--- src/rtl/secam_decoder_pkg.sv ---
// Shared types and helpers for the SECAM chroma FM demodulator: FSM state
// encoding, internal datapath widths and the 8-bit saturation helper.
package secam_decoder_pkg;

  localparam int CNT_W = 12;
  localparam int DEV_W = 16;

  typedef enum logic [1:0] {
    IDLE    = 2'd0,
    SEEK    = 2'd1,
    MEASURE = 2'd2
  } state_e;

  localparam logic signed [DEV_W-1:0] SAT_MAX = 16'sd127;
  localparam logic signed [DEV_W-1:0] SAT_MIN = -16'sd128;

  // Clamp a 16-bit signed deviation into the 8-bit colour-difference range.
  function automatic logic signed [7:0] sat8(input logic signed [DEV_W-1:0] x);
    logic signed [7:0] r;
    if (x > SAT_MAX) begin
      r = 8'sd127;
    end else if (x < SAT_MIN) begin
      r = -8'sd127 - 8'sd1;
    end else begin
      r = x[7:0];
    end
    return r;
  endfunction

endpackage

--- src/rtl/secam_decoder_zero_crossing_detector.sv ---
// Rising zero-crossing detector with hysteresis: arms on a sample at or below
// -HYST, fires a registered one-cycle pulse on the first non-negative sample.
module zero_crossing_detector #(
  parameter int HYST = 8
) (
  input  logic              clk,
  input  logic              rst_n,
  input  logic signed [7:0] chroma,
  output logic              crossing
);

  localparam logic signed [8:0] ARM_LEVEL = 9'(-HYST);

  logic              armed_q;
  logic              armed_d;
  logic              cross_q;
  logic              cross_d;
  logic signed [8:0] chroma_x;

  assign chroma_x = {chroma[7], chroma};

  // A crossing consumes the arming, so a noisy sample near zero cannot
  // retrigger until the waveform has swung back below -HYST.
  always_comb begin
    armed_d = armed_q;
    cross_d = 1'b0;
    if (armed_q && !chroma[7]) begin
      cross_d = 1'b1;
      armed_d = 1'b0;
    end else if (chroma_x <= ARM_LEVEL) begin
      armed_d = 1'b1;
    end
  end

  always_ff @(posedge clk or negedge rst_n) begin
    if (!rst_n) begin
      armed_q <= 1'b0;
      cross_q <= 1'b0;
    end else begin
      armed_q <= armed_d;
      cross_q <= cross_d;
    end
  end

  assign crossing = cross_q;

endmodule

--- src/rtl/secam_decoder.sv ---
// SECAM chroma FM demodulator: counts clocks over CYCLES carrier periods and
// maps the deviation from the Db/Dr nominal count onto signed U/V samples.
// Optional de-emphasis filter: define SECAM_DECODER_DEEMPHASIS_EN.
module secam_decoder
  import secam_decoder_pkg::*;
#(
  parameter int CYCLES       = 8,
  parameter int NOMINAL_DB   = 90,
  parameter int NOMINAL_DR   = 87,
  parameter int HYST         = 8,
  parameter int GAIN_SHIFT   = 2,
  parameter int DEEMPH_SHIFT = 2
) (
  input  logic              clk,
  input  logic              rst_n,
  input  logic signed [7:0] chroma,
  input  logic              even_line,
  input  logic              enabled,
  output logic signed [7:0] yuv_u,
  output logic signed [7:0] yuv_v,
  output logic              valid,
  output logic              no_carrier
);

  localparam int TIMEOUT = 2 * ((NOMINAL_DB > NOMINAL_DR) ? NOMINAL_DB : NOMINAL_DR);
  localparam logic [CNT_W-1:0]        TIMEOUT_CNT = CNT_W'(TIMEOUT);
  localparam logic signed [DEV_W-1:0] NOM_DB_S    = DEV_W'(NOMINAL_DB);
  localparam logic signed [DEV_W-1:0] NOM_DR_S    = DEV_W'(NOMINAL_DR);
  localparam logic [4:0]              LAST_CROSS  = 5'(CYCLES - 1);

`ifdef SECAM_DECODER_DEEMPHASIS_EN
  localparam bit DEEMPH = 1'b1;
`else
  localparam bit DEEMPH = 1'b0;
`endif

  logic signed [7:0]       chroma_q;
  logic                    crossing;

  state_e                  state_q;
  logic [CNT_W-1:0]        count_q;
  logic [4:0]              ncross_q;
  logic                    line_q;
  logic signed [7:0]       yuv_u_q;
  logic signed [7:0]       yuv_v_q;
  logic                    valid_q;
  logic                    no_carrier_q;

  logic [CNT_W-1:0]        cnt_now;
  logic                    timeout;
  logic                    last_cross;
  logic signed [DEV_W-1:0] cnt_s;
  logic signed [DEV_W-1:0] dev;
  logic signed [DEV_W-1:0] gained;
  logic signed [7:0]       res;
  logic signed [DEV_W-1:0] diff_u;
  logic signed [DEV_W-1:0] diff_v;
  logic signed [DEV_W-1:0] sum_u;
  logic signed [DEV_W-1:0] sum_v;
  logic signed [7:0]       yuv_u_d;
  logic signed [7:0]       yuv_v_d;

  always_ff @(posedge clk or negedge rst_n) begin
    if (!rst_n) begin
      chroma_q <= '0;
    end else begin
      chroma_q <= chroma;
    end
  end

  zero_crossing_detector #(
    .HYST(HYST)
  ) u_zcd (
    .clk     (clk),
    .rst_n   (rst_n),
    .chroma  (chroma_q),
    .crossing(crossing)
  );

  // count_q holds clocks elapsed minus one, so cnt_now is the window length
  // as seen on the cycle a crossing arrives.
  always_comb begin
    cnt_now    = count_q + 12'd1;
    timeout    = cnt_now > TIMEOUT_CNT;
    last_cross = (ncross_q == LAST_CROSS);
    cnt_s      = $signed({{(DEV_W - CNT_W){1'b0}}, cnt_now});
    if (line_q) begin
      dev = NOM_DB_S - cnt_s;
    end else begin
      dev = cnt_s - NOM_DR_S;
    end
    gained = dev <<< GAIN_SHIFT;
    res    = sat8(gained);
  end

  // The filter state is the output register itself, so latency is unchanged.
  always_comb begin
    diff_u = DEV_W'(res) - DEV_W'(yuv_u_q);
    diff_v = DEV_W'(res) - DEV_W'(yuv_v_q);
    sum_u  = DEV_W'(yuv_u_q) + (diff_u >>> DEEMPH_SHIFT);
    sum_v  = DEV_W'(yuv_v_q) + (diff_v >>> DEEMPH_SHIFT);
    if (DEEMPH) begin
      yuv_u_d = sat8(sum_u);
      yuv_v_d = sat8(sum_v);
    end else begin
      yuv_u_d = res;
      yuv_v_d = res;
    end
  end

  always_ff @(posedge clk or negedge rst_n) begin
    if (!rst_n) begin
      state_q      <= IDLE;
      count_q      <= '0;
      ncross_q     <= '0;
      line_q       <= 1'b0;
      yuv_u_q      <= '0;
      yuv_v_q      <= '0;
      valid_q      <= 1'b0;
      no_carrier_q <= 1'b0;
    end else begin
      valid_q <= 1'b0;
      line_q  <= even_line;
      if (!enabled) begin
        state_q  <= IDLE;
        count_q  <= '0;
        ncross_q <= '0;
      end else begin
        unique case (state_q)
          IDLE: begin
            state_q  <= SEEK;
            count_q  <= '0;
            ncross_q <= '0;
          end
          SEEK: begin
            if (crossing) begin
              state_q  <= MEASURE;
              count_q  <= '0;
              ncross_q <= '0;
            end
          end
          MEASURE: begin
            // Priority: line change, then timeout, then window close.
            if (even_line != line_q) begin
              state_q <= SEEK;
            end else if (timeout) begin
              state_q      <= SEEK;
              no_carrier_q <= 1'b1;
            end else if (crossing && last_cross) begin
              count_q      <= '0;
              ncross_q     <= '0;
              valid_q      <= 1'b1;
              no_carrier_q <= 1'b0;
              if (line_q) begin
                yuv_u_q <= yuv_u_d;
              end else begin
                yuv_v_q <= yuv_v_d;
              end
            end else begin
              count_q <= cnt_now;
              if (crossing) begin
                ncross_q <= ncross_q + 5'd1;
              end
            end
          end
          default: state_q <= IDLE;
        endcase
      end
    end
  end

  assign yuv_u      = yuv_u_q;
  assign yuv_v      = yuv_v_q;
  assign valid      = valid_q;
  assign no_carrier = no_carrier_q;

endmodule
--- config.mk ---
export PLATFORM = sky130hd
export DESIGN_NAME = secam_decoder
export DESIGN_NICKNAME = d
export VERILOG_FILES = /design/src/rtl/secam_decoder_pkg.sv /design/src/rtl/secam_decoder_zero_crossing_detector.sv /design/src/rtl/secam_decoder.sv
export SDC_FILE = /design/constraint.sdc
export NUM_CORES = 1
export LEC_CHECK = 0
export ABC_CLOCK_PERIOD_IN_PS = 2800
export BUFFER_PORTS_ARGS = -buffer_cell sky130_fd_sc_hd__buf_2
export CAP_MARGIN = 20
export CORE_ASPECT_RATIO = 1.4
export CORE_MARGIN = 4
export CORE_UTILIZATION = 56
export CTS_BUF_LIST = sky130_fd_sc_hd__clkbuf_8
export CTS_CLUSTER_SIZE = 16
export DETAILED_ROUTE_END_ITERATION = 12
export GPL_ROUTABILITY_DRIVEN = 0
export GPL_TIMING_DRIVEN = 0
export MAX_ROUTING_LAYER = met4
export PLACE_DENSITY = 0.83
export SLEW_MARGIN = 20
export SYNTH_ARGS = -nofsm -noshare
export SYNTH_HDL_FRONTEND = slang
export SYNTH_SLANG_ARGS = --single-unit
--- constraint.sdc ---
create_clock -name clk -period 2.8 [get_ports clk]
set_input_delay 0.56 -clock clk [delete_from_list [all_inputs] [get_ports clk]]
set_output_delay 0.56 -clock clk [all_outputs]
set_load 0.02 [all_outputs]
; Word level (Yosys, flattened, before mapping)
; Index checks and enable logic that the tools add are counted.
[word_totals]
register_bits = 48
input_bits = 12
elab_cells = 75
[op_classes]
n_addsub = 4
order_cmp = 4
n_eq_ne = 10
n_mux = 31
bitwise_logic = 3
n_reduce_logical = 12
[ops]
columns = cell, n
row1 = two-way mux 12 bit, 5
row2 = one-hot mux 12 bit (3 select lines), 1
row3 = two-way mux 5 bit, 6
row4 = greater-than comparator 16 x 8 -> 1 bit (second input constant), 1
row5 = less-than comparator 16 x 8 -> 1 bit (second input constant), 1
row6 = two-way mux 8 bit, 2
row7 = one-hot mux 5 bit (3 select lines), 1
row8 = two-way mux 14 bit, 1
row9 = subtractor 12 x 7 -> 13 bit (second input constant), 1
row10 = subtractor 7 x 12 -> 13 bit (first input constant), 1
row11 = adder 12 x 1 -> 12 bit (second input constant), 1
row12 = greater-than comparator 12 x 8 -> 1 bit (second input constant), 1
row13 = AND reduction 6 bit, 2
row14 = two-way mux 1 bit, 10
row15 = less-or-equal comparator 8 x 4 -> 1 bit (second input constant), 1
row16 = two-way mux 2 bit, 4
row17 = AND reduction 4 bit, 2
row18 = inequality test 3 bit (second input constant), 2
row19 = one-hot mux 2 bit (3 select lines), 1
row20 = adder 5 x 1 -> 5 bit (second input constant), 1
row21 = == test 5 x 3 -> 1 bit (second input constant), 1
row22 = AND reduction 5 bit, 1
row23 = inequality test 4 x 1 -> 1 bit (second input constant), 1
row24 = inequality test 4 x 3 -> 1 bit (second input constant), 1
row25 = 11 further kinds, 15

; Logic depth before layout (Yosys ltp)
; Gate-level depths: netlist of run 1.
[depth]
ltp_word = 7
depth_mapped = 14
mapped_depth_nobuf = 12

; Hierarchy
; From an unflattened synthesis of run 1, not the netlist that was laid out.
[hier_totals]
hier_cells = 333
hier_area_um2 = 2965.3
[by_module_without_submodules]
columns = module, n_inst, cells_per_inst, area_each_um2, seq_area_each_um2
row1 = secam_decoder, 1, 326, 2884.0, 1101.1
row2 = zero_crossing_detector, 1, 7, 81.3, 50.0

; Worst setup path after synthesis of run 1
; No wires, ideal clock.
[synth_timing]
kind = register to register
from = register count_q[0]
to = register yuv_v_q[2] (netlist: yuv_v[2])
setup_time_ps = 77
t_arrival_ps = 2952
t_required_ps = 2723
slack_ps = -229
path_stages_with_launch = 15
path_buffers = 2
synth_period_minus_slack_ps = 3029
cell_sequence = dfrtp_1 buf_6 inv_1 ha_1 or2_1 buf_4 a221oi_1 o21a_1 o311ai_4 o311ai_2 xnor2_1 inv_1 o41ai_4 nand4_2 o21ai_1
[synth_via]
elab_chain_len = 6
word_cells_on_any_way = 11
cone_classes = add/sub: 3 / order compare: 3 / mux: 3 / bitwise: 1 / reduce/logical: 1
[synth_lines]
columns = item, line
row1 = "start, declared", secam_decoder.sv:41  ; logic [CNT_W-1:0] count_q;
row2 = "start signal, assigned", secam_decoder.sv:160  ; count_q <= cnt_now;
row3 = adder 12 x 1 -> 12 bit (*), secam_decoder.sv:83  ; cnt_now = count_q + 12'd1;
row4 = subtractor 12 x 7 -> 13 bit or subtractor 7 x 12 -> 13 bit (tied branches), "secam_decoder.sv:90, secam_decoder.sv:88"
row5 = two-way mux 14 bit, secam_decoder.sv:87  ; if (line_q) begin
row6 = less-than comparator 16 x 8 -> 1 bit, secam_decoder_pkg.sv:22  ; end else if (x < SAT_MIN) begin
row7 = two-way mux 8 bit, secam_decoder_pkg.sv:22
row8 = two-way mux 8 bit, secam_decoder_pkg.sv:20  ; if (x > SAT_MAX) begin
row9 = "end signal, assigned", secam_decoder.sv:157  ; yuv_v_q <= yuv_v_d;
row10 = "end, declared", secam_decoder.sv:45  ; logic signed [7:0] yuv_v_q;
; Mark *: on every way between the ends. The rest lies on a longest branch, timed or not.
; A chain may end at the register's enable or synchronous reset.

; Worst setup path after layout of run 1
; Ends and elaborated chain as after synthesis.

==> metrics.txt, run 1 <==
crit-path cells buf_4 > and3_1 > buf_6 > a31oi_4 > nor3_4 > a21oi_2 > o2111ai_2 > a311oi_2 > nand4b_1 > o41ai_4 > nand4_2 > o21ai_1; syn avg cell area between 8 and 9 um^2; r2r worst-path depth 12; synthesized flop and latch total 46; met1 GRT Util a little under a third; setup slack, reg-to-reg -0.59 ns; worst skew pair latency roughly 0.31 ns; Internal 0.001036 W; Num CTS Buffers 5; relative slew slack ~28%; share of cells above drive strength 1 a little under two fifths; die height between 90 and 100 um; Congestion Overflow GR 0; Root Driver clkbuf_8; Final Total Pwr approximately 0.0015 W; Seq pwr share 46.1%; max-cap violations 0; final period utilization 121.0%; Cells after Synth around 380; num ports 30; Layout area overhead 29.00%; CTS tree done; Synth async-reset ratio 100.0%; pin count of the biggest net entering global routing 47; Hold Crit Class input port to asynchronous set/reset pin; clk sinks 46; Critical Path Fanout Max 6; met3 Track Usage GR 4.796%; Seq/Total Area, Yosys 35.06%; Avg WL per Cell about 20 um; FMAX around 0.3 GHz; Std-Cell Rows 32; WP data arrival 3.61 ns; Crit Path Class flip-flop to flip-flop; cell leakage power 1.813 nW; setup TNS -6.292 ns; port bufs 29; initial DRC count approximately 420; number of iterations in the first detailed-routing pass 5; Clock Power Share between 20% and 30%; max incr delay on CP about 0.50 ns; maximum buffer depth of the clock tree 2; Synthesized Nets 398; Total GRT Usage 27.11%; ys flop type dfrtp_1; Least-Margin Pin Slew 1.073 ns; failing checks negative setup slack; Antenna Cells 0; r2r startpoint count_q[0]; final hold vios 0; mapped cell area ~3300 um^2; crit path launch type flip-flop; Die X-Extent 72.71 um; Final setup viols 12; slowest cell on the critical path o41ai_4; DP HPWL ~6.3 mm; final wirelength roughly 10 mm; vias in the first global route about 3100; met2 usage in global routing a little under half; GR peak layer met2; Critical Path RT around 3 ns; first-pass GRT wire length between 15 and 20 mm; DR vias roughly 3400; Final Critical Period roughly 3.4 ns; EDFF count, synth 0; post-route insts no fill roughly 500; drt via density between 6 and 7; Placed Cells roughly 470; Final #Nets about 450; Clock Pin Slew Worst Setup and Hold Paths 0.09 ns; count of unique library cells instantiated by Yosys 71; PD cells 364.8 nW/um^2; crit path capture type flip-flop; switching power 0.0005089 W; Initial Util between 50% and 60%; clock skew between 0.01 and 0.015 ns; Slew Limit Fails 0; outcome complete, but fails checks; RSZ-0062 raised after global routing true; Final ANT Viol Nets 0; DRC 0; die area around 7200 um^2; Syn. warnings 0; Peak VDD IR about 0.00043 V; CTS H-Tree Depth 2; Net Sw Frac roughly a third; core area roughly 5600 um^2; Comb pwr share about 26%; setup ws final -0.5883 ns; initial antenna violation count 0; Worst R2R End yuv_v[2]
==> cell families (layout without fill, tap and decap cells) <==
logic type	after synthesis	count (layout)	share of synthesized area, %
xor+xnor	23	23	6.364
compound gates	109	109	23.55
flops	46	46	35.06
fa+ha+maj	10	10	3.811
mux	4	4	1.334
simple gates	144	144	23.51
buf+inv	40	95	6.364
==> cell type report <==
class / count / area (um^2)
Inverter: 15 / 65.06
Buffer: 21 / 172.7
Timing Repair Buffer: 51 / 342.8
Multi-Input combinational cell: 290 / 2320
Tap cell: 68 / 85.08
Clock inverter: 2 / 12.51
Fill cell: 377 / 1370
Sequential cell: 46 / 1155
Clock buffer: 6 / 82.58
==> power groups by stage <==
| stage | Combinational, W | Sequential (W) | Clock (W) |
|---|---|---|---|
| after floorplan | 0.000202 | 0.000718 | 0 |
| after global placement | 0.000271 | 0.000722 | 0 |
| after detailed placement | 0.000282 | 0.000724 | 0 |
| after CTS | 0.000322 | 0.000709 | 0.000433 |
| after global routing | 0.000430 | 0.000716 | 0.000471 |
| final | 0.000398 | 0.000712 | 0.000435 |
==> worst max path at each step <==
stage / start / end / slack, ns / depth (start not counted)
2_1_floorplan: count_q[0] / yuv_u[2] / -0.08 / 13
3_3_place_gp: count_q[1] / yuv_u[2] / -0.52 / 12
3_5_place_dp: count_q[1] / yuv_v[2] / -0.54 / 12
4_1_cts: count_q[1] / yuv_u[2] / -0.37 / 13
5_1_grt: count_q[1] / yuv_v[2] / -0.64 / 12
6_report: count_q[0] / yuv_v[2] / -0.59 / 12
==> layer usage <==
metal,wire length [um],vias up,share of wire (%)
li1,-,1476,-
met5,0,-,0
met3,709,61,7.0
met1,3622,1623,36
met2,5225,228,52
met4,521,0,5.2
==> timing repair <==
action	4_1_cts	5_1_grt
hold buffers	0	0
pin swaps	16	32
resized for setup	14	77
buffers inserted	11	9
setup endpoints to repair	32	30
gates cloned	1	1
==> flip-flops by register name, summed over array words and instances, names as in the netlist <==
register and cells:
valid 1, ncross_q 5, yuv_u 7, chroma_q 8, u_zcd.armed_q 1, u_zcd.crossing 1, yuv_v 7, count_q 12
line_q 1, state_q 2, no_carrier 1
==> through the flow <==
stage	instance area (um^2)	hold WS (ns)	utilization [%]	setup WS, ns
final	4235	0.2496	75.56	-0.5883
after global routing	4235	0.2804	75.56	-0.6395
after CTS	3846	0.3574	68.62	-0.3736
after detailed placement	3607	0.4311	64.35	-0.5360
after global placement	3607	0.4241	64.35	-0.5176
after floorplan	3377	0.2644	-	-0.08422
==> cells in the mapped netlist, types with 3 or more instances <==
master / count / share of area (%)
nand3_1: 12 / 1.8
and3_1: 6 / 1.1
dfrtp_1: 46 / 35
nand2_1: 33 / 3.8
o31a_1: 5 / 1.3
a211oi_1: 7 / 1.6
a21o_1: 3 / 0.69
buf_2: 11 / 1.7
o41ai_1: 3 / 0.80
inv_1: 13 / 1.5
nand4_2: 3 / 1.1
a21oi_1: 17 / 2.6
nand4_1: 8 / 1.5
nor2_1: 34 / 3.9
nor4_1: 4 / 0.76
clkbuf_1: 3 / 0.34
a31oi_1: 4 / 0.76
xor2_1: 4 / 1.1
nor3_1: 14 / 2.1
o21ai_0: 20 / 3.0
xnor2_1: 18 / 4.8
ha_1: 10 / 3.8
buf_4: 8 / 1.8
o21ai_1: 15 / 2.3
o22ai_1: 5 / 0.95
o31ai_1: 6 / 1.4
o21a_1: 3 / 0.69
and2_1: 9 / 1.7
nand3b_1: 3 / 0.69
==> cell usage in the layout, fill, tap and decap left out, drive strengths merged, types with 2 or more instances in the layout <==
master     n
nor2b      2
inv       14
clkbuf    10
mux2       3
xor2       5
and3       6
nand2b     3
nand4     11
o22ai      5
o31a       5
o41ai      4
clkinvlp   2
o31ai      7
o21ai     35
nor2      36
a211oi     7
and2       9
a21o       3
a31oi      4
ha        10
nand3     13
xnor2     18
nand2     33
nor3      15
or4        2
dfrtp     46
buf       68
a211o      2
nand3b     3
o311ai     3
nor4       4
o21a       3
a21oi     17
a221oi     2
==> worst max-delay path: cells and delay by family, from the launching register on <==
kind / cells / cell delay [ns]
buf+inv: 2 / 0.30
compound gates: 6 / 1.76
flops: 1 / 0.47
simple gates: 4 / 0.75
No activity file was read; power rests on OpenSTA's default activity.
==> run 2: changes to the inputs <==
--- a/config.mk
+++ b/config.mk
@@ -16,7 +16,6 @@
 export DETAILED_ROUTE_END_ITERATION = 12
 export GPL_ROUTABILITY_DRIVEN = 0
 export GPL_TIMING_DRIVEN = 0
-export MAX_ROUTING_LAYER = met4
 export PLACE_DENSITY = 0.83
 export SLEW_MARGIN = 20
 export SYNTH_ARGS = -nofsm -noshare
==> metrics.txt, run 2 (synthesis gave the netlist of run 1 again) <==
outcome complete, but fails checks; failing checks negative setup slack; met3 Track Usage GR approximately 5%; CTS tree done; Peak VDD IR between 0.0003 and 0.0004 V; Initial Util 58.57%; DP HPWL 6.254 mm; Final ANT Viol Nets 0; clk sinks 46; initial antenna violation count 0; num ports 30; crit path capture type flip-flop; Total GRT Usage between 20% and 30%; post-placement cell area 3607 um^2; Hold Crit Class input port to asynchronous set/reset pin; FMAX around 0.30 GHz; max-cap violations 0; core area around 5600 um^2; PD cells approximately 350 nW/um^2; Regs by FF count count_q: 12 flops, chroma_q: 8 flops; pin count of the biggest net entering global routing 47; Final #Nets 458; share of cells above drive strength 1 between 30 and 40%; maximum buffer depth of the clock tree 2; worst skew pair latency approximately 0.31 ns; clock skew 0.01075 ns; first-pass GRT wire length around 15 mm; Num CTS Buffers 5; Filler Cell Count approximately 350; final period utilization 119.7%; Min Hold Slack approximately 0.24 ns; Congestion Overflow GR 0; setup slack, reg-to-reg -0.55 ns; CTS Hold Buffers Added 0; Final Cell Area ~4300 um^2; vias in the first global route around 3100; most frequent cells in the layout dfrtp_1, buf_2, nand2_1, buf_4, nor2_1; Clock Pin Slew Worst Setup and Hold Paths ~0.090 ns; DP Worst Slack -0.5360 ns; port bufs 29; Final Critical Period roughly 3.4 ns; DRC 0; Largest register FFs 12; die height just under 100 um; final wirelength approximately 11 mm; Final setup viols 17; Avg WL per Cell about 21 um; met2 usage in global routing 45.20%; Root Driver clkbuf_8; crit path launch type flip-flop; Least-Margin Pin Slew 1.023 ns; setup TNS -6.442 ns; DR vias 3447; die area 7169 um^2; Std-Cell Rows 32; Worst R2R End yuv_v[2]; relative slew slack between 30% and 40%; Antenna Cells 0; most common cell after layout, fill and taps aside dfrtp_1; Critical Path Fanout Max 10; RSZ-0062 raised after global routing true; Slew Limit Fails 0; initial DRC count about 350; GR peak layer met2; Layout area overhead 31.55%; cell leakage power 1.872 nW; r2r worst-path depth 12; drt via density 6.826; setup ws final -0.5512 ns; final hold vios 0; WP data arrival 3.58 ns; CTS H-Tree Depth 2; met1 GRT Util 30.92%; r2r startpoint count_q[2]; number of iterations in the first detailed-routing pass 5; Util after Layout between 70% and 80%; Die X-Extent ~73 um; Most flops, register count_q; Crit Path Class flip-flop to flip-flop; Critical Path RT 3.03 ns
-- run 2: changes by cell type in the layout (fill, tap and decap cells not counted), sizes merged --
cell,change
buf,+7
clkbuf,-1
inv,-1
clkinvlp,+1
-- run 2: routing by layer --
| metal | wire length [um] | up-vias |
|---|---|---|
| met5 | 0 | - |
| met4 | 627 | 0 |
| met3 | 751 | 79 |
| met2 | 5440 | 242 |
| met1 | 3810 | 1644 |
| li1 | - | 1482 |
-- run 2: worst max path at each step --
stage	startpoint	to	slack (ns)
floorplan	count_q[0]	yuv_u[2]	-0.08
global placement	count_q[1]	yuv_u[2]	-0.52
detailed placement	count_q[1]	yuv_v[2]	-0.54
CTS	count_q[1]	yuv_u[2]	-0.37
global route	count_q[0]	yuv_v[2]	-0.59
finish	count_q[2]	yuv_v[2]	-0.55
-- run 2: timing repair --
action,CTS,global route
hold endpoints to repair,0,0
pin swaps,16,35
gates resized for setup,14,86
setup buffers,11,15
setup endpoints to repair,32,30
gates cloned,1,1
-- run 2: final cells by class --
type / count / area, um^2 / share of cell area [%]
inverter: 15 / 71.32 / 1.651
sequential: 46 / 1155 / 26.74
tap: 68 / 85.08 / 1.970
timing repair buffer: 57 / 380.4 / 8.806
clock inverter: 2 / 12.51 / 0.2897
multi-input combinational: 290 / 2354 / 54.49
clock buffer: 6 / 82.58 / 1.912
buffer: 21 / 178.9 / 4.143
-- run 2: worst max-delay path, cell delays in order, from the launching register on --
cell	delay, ns
dfrtp_1	0.35
buf_4	0.20
nand3_2	0.18
buf_8	0.20
nor3_4	0.29
nor3_4	0.09
a21oi_2	0.24
o2111ai_2	0.20
a311oi_2	0.37
nand4b_1	0.22
o41ai_4	0.49
nand4_2	0.23
o21ai_1	0.19
-- run 2: through the flow --
stage               instances  power (W)
finish                    505   0.001533
global route              505   0.001608
CTS                       493   0.001463
detailed placement        473   0.001005
global placement          473  0.0009927
floorplan                 376  0.0009204
-- run 2: where the power goes --
part / switching [W] / internal (W) / leakage, nW
registers: 0.0000239 / 0.000689 / 0.612
clock network: 0.000232 / 0.000199 / 0.0472
logic: 0.000249 / 0.000140 / 1.21
total: 0.000506 / 0.00103 / 1.87
==> run 3: changes to the inputs <==
--- a/config.mk
+++ b/config.mk
@@ -5,18 +5,19 @@
 export SDC_FILE = /design/constraint.sdc
 export NUM_CORES = 1
 export LEC_CHECK = 0
+export ABC_AREA = 1
 export ABC_CLOCK_PERIOD_IN_PS = 2800
 export BUFFER_PORTS_ARGS = -buffer_cell sky130_fd_sc_hd__buf_2
 export CAP_MARGIN = 20
 export CORE_ASPECT_RATIO = 1.4
 export CORE_MARGIN = 4
-export CORE_UTILIZATION = 56
+export CORE_UTILIZATION = 55
 export CTS_BUF_LIST = sky130_fd_sc_hd__clkbuf_8
 export CTS_CLUSTER_SIZE = 16
 export DETAILED_ROUTE_END_ITERATION = 12
 export GPL_ROUTABILITY_DRIVEN = 0
 export GPL_TIMING_DRIVEN = 0
-export PLACE_DENSITY = 0.83
+export PLACE_DENSITY = 0.82
 export SLEW_MARGIN = 20
 export SYNTH_ARGS = -nofsm -noshare
 export SYNTH_HDL_FRONTEND = slang
==> metrics.txt, run 3 <==
Peak VDD IR between 0.0004 and 0.0005 V; Total GRT Usage between 20% and 30%; FMAX roughly 0.39 GHz; final hold vios 0; Clock Pin Slew Worst Setup and Hold Paths roughly 0.090 ns; ys flop type dfrtp_1; Final #Nets roughly 480; crit path capture type flip-flop; core area ~5200 um^2; maximum buffer depth of the clock tree 2; worst skew pair latency approximately 0.3 ns; number of iterations in the first detailed-routing pass 4; Critical Path Fanout Max 7; Synthesized Nets ~450; Avg WL per Cell roughly 12 um; syn avg cell area 7.070 um^2; crit path launch type flip-flop; Final ANT Viol Nets 0; Antenna Cells 0; Post-synth top cells nand2_1, dfrtp_1, inv_1, nand3_1, nor2_1; PD cells between 400 and 500 nW/um^2; cell leakage power around 1.9 nW; end of the critical path yuv_v[2]; clk sinks 46; r2r startpoint count_q[1]; Most flops, register count_q; die area about 6700 um^2; Final Total Pwr around 0.0015 W; share of cells above drive strength 1 between 10% and 20%; Regs by FF count count_q: 12 flops, chroma_q: 8 flops; setup TNS 0 ns; Largest register FFs 12; synth top area cells dfrtp_1, nand2_1, nand3_1; drt via density around 5; relative slew slack 61.59%; first-pass GRT wire length ~11 mm; DP HPWL approximately 4.8 mm; setup slack, reg-to-reg 0.27 ns; Initial Util 57.25%; count of unique library cells instantiated by Yosys 34; Synth async-reset ratio 100.0%; Cells after Synth roughly 420; DRC 0; num ports 30; Layout area overhead 11.85%; final period utilization approximately 90%; WP data arrival 2.73 ns; mapped cell area around 3000 um^2; Congestion Overflow GR 0; EDFF count, synth 0; initial antenna violation count 0; top-count cell post-synth nand2_1; cell taking the most area after synthesis dfrtp_1; most frequent cells in the layout nand2_1, dfrtp_1, inv_1, nand3_1, buf_2; Worst R2R End yuv_v[2]; max-cap violations 0; Synth top area share 38.40%; Root Driver clkbuf_8; Num CTS Buffers 5; Syn. warnings 0; Die X-Extent between 70 and 80 um; pin count of the biggest net entering global routing 47; vias in the first global route ~2600; Slew Limit Fails 0; Std-Cell Rows 31; DR vias 2710; Least-Margin Pin Slew around 0.58 ns; r2r worst-path depth 20; initial DRC count 136; die height about 95 um; Critical path origin count_q[1]; outcome finished, final reports clean; Final setup viols 0; Critical Path RT roughly 3.0 ns; Placed Cells 519; Crit Path Class flip-flop to flip-flop; CTS Hold Buffers Added 0; port bufs 29; final wirelength just over 6 mm; Hold Crit Class input port to asynchronous set/reset pin; CTS tree done; clock skew about 0.0032 ns; most common cell after layout, fill and taps aside nand2_1; Final Critical Period between 2 and 3 ns; post-route insts no fill 528; synthesized flop and latch total 46; CTS H-Tree Depth 2; Seq/Total Area, Yosys 38.40%
[run 3: routing by layer]
metal / share of wire, % / global-route usage, % / up-vias / wire, um
li1: - / - / 1408 / -
met1: 41 / 21.80 / 1260 / 2500
met3: 2.4 / 2.532 / 11 / 145
met4: 2.3 / 10.38 / 0 / 140
met5: 0 / 0 / - / 0
met2: 55 / 37.81 / 31 / 3384
[run 3: timing repair]
item	CTS	global route
buffers inserted	0	1
resized for setup	0	7
setup endpoints to repair	0	13
[run 3: layout make-up]
type                    count  area [um^2]
flip-flops and latches     46         1154
fillers                   479         1883
inverters                  47        187.7
clock buffers               5        68.82
well taps                  66        82.58
repair buffers             30        155.1
plain buffers               6        42.54
multi-input cells         325         1634
clock inverters             3        28.78
[run 3: worst min-delay path by stage]
stage,end,slack (ns),depth (start not counted)
after global routing,u_zcd.crossing,0.28,1
after global placement,u_zcd.crossing,0.41,1
after floorplan,chroma_q[0],0.26,0
final,count_q[5],0.25,1
after detailed placement,u_zcd.crossing,0.43,1
after CTS,chroma_q[0],0.34,1
[run 3: worst max-delay path, stage by stage (launching register included)]
cell and delay (ns):
dfrtp_2 0.45, ha_1 0.27, nand2_4 0.11, nor2_4 0.15, nand2_1 0.08, nand2_1 0.07
nand2_1 0.12, nor2_1 0.12, nand2_1 0.14, nand3_2 0.10, nand2_1 0.06, nand2_1 0.05
nand2_1 0.07, nor2_1 0.11, nand2_1 0.07, nor2_1 0.08, nand2_1 0.09, nand2_4 0.12
nand2_2 0.08, nand2_1 0.07, nand2_1 0.05
[run 3: stage by stage]
step	utilization, %	setup slack [ns]	area (um^2)	hold WS (ns)
6_report	64.04	0.2680	3353	0.2494
5_1_grt	64.04	-0.009602	3353	0.2819
4_1_cts	63.46	0.1178	3323	0.3421
3_5_place_dp	61.60	0.1481	3226	0.4296
3_3_place_gp	61.60	0.1981	3226	0.4137
2_1_floorplan	-	0.5712	2998	0.2644
[run 3: cell families after synthesis]
family,after synthesis,synth area share (%)
compound gates,34,6.261
fa+ha+maj,10,4.174
flops,46,38.40
xor+xnor,7,2.045
buf+inv,53,7.512
simple gates,274,41.61
[run 3: where the power goes]
part | total [W] | switching [W] | leakage, nW | internal, W
Clock | 0.000436 | 0.000249 | 0.0506 | 0.000187
Combinational | 0.000355 | 0.000235 | 1.20 | 0.000120
Sequential | 0.000711 | 0.0000200 | 0.613 | 0.000691
Total | 0.00150 | 0.000504 | 1.86 | 0.000998
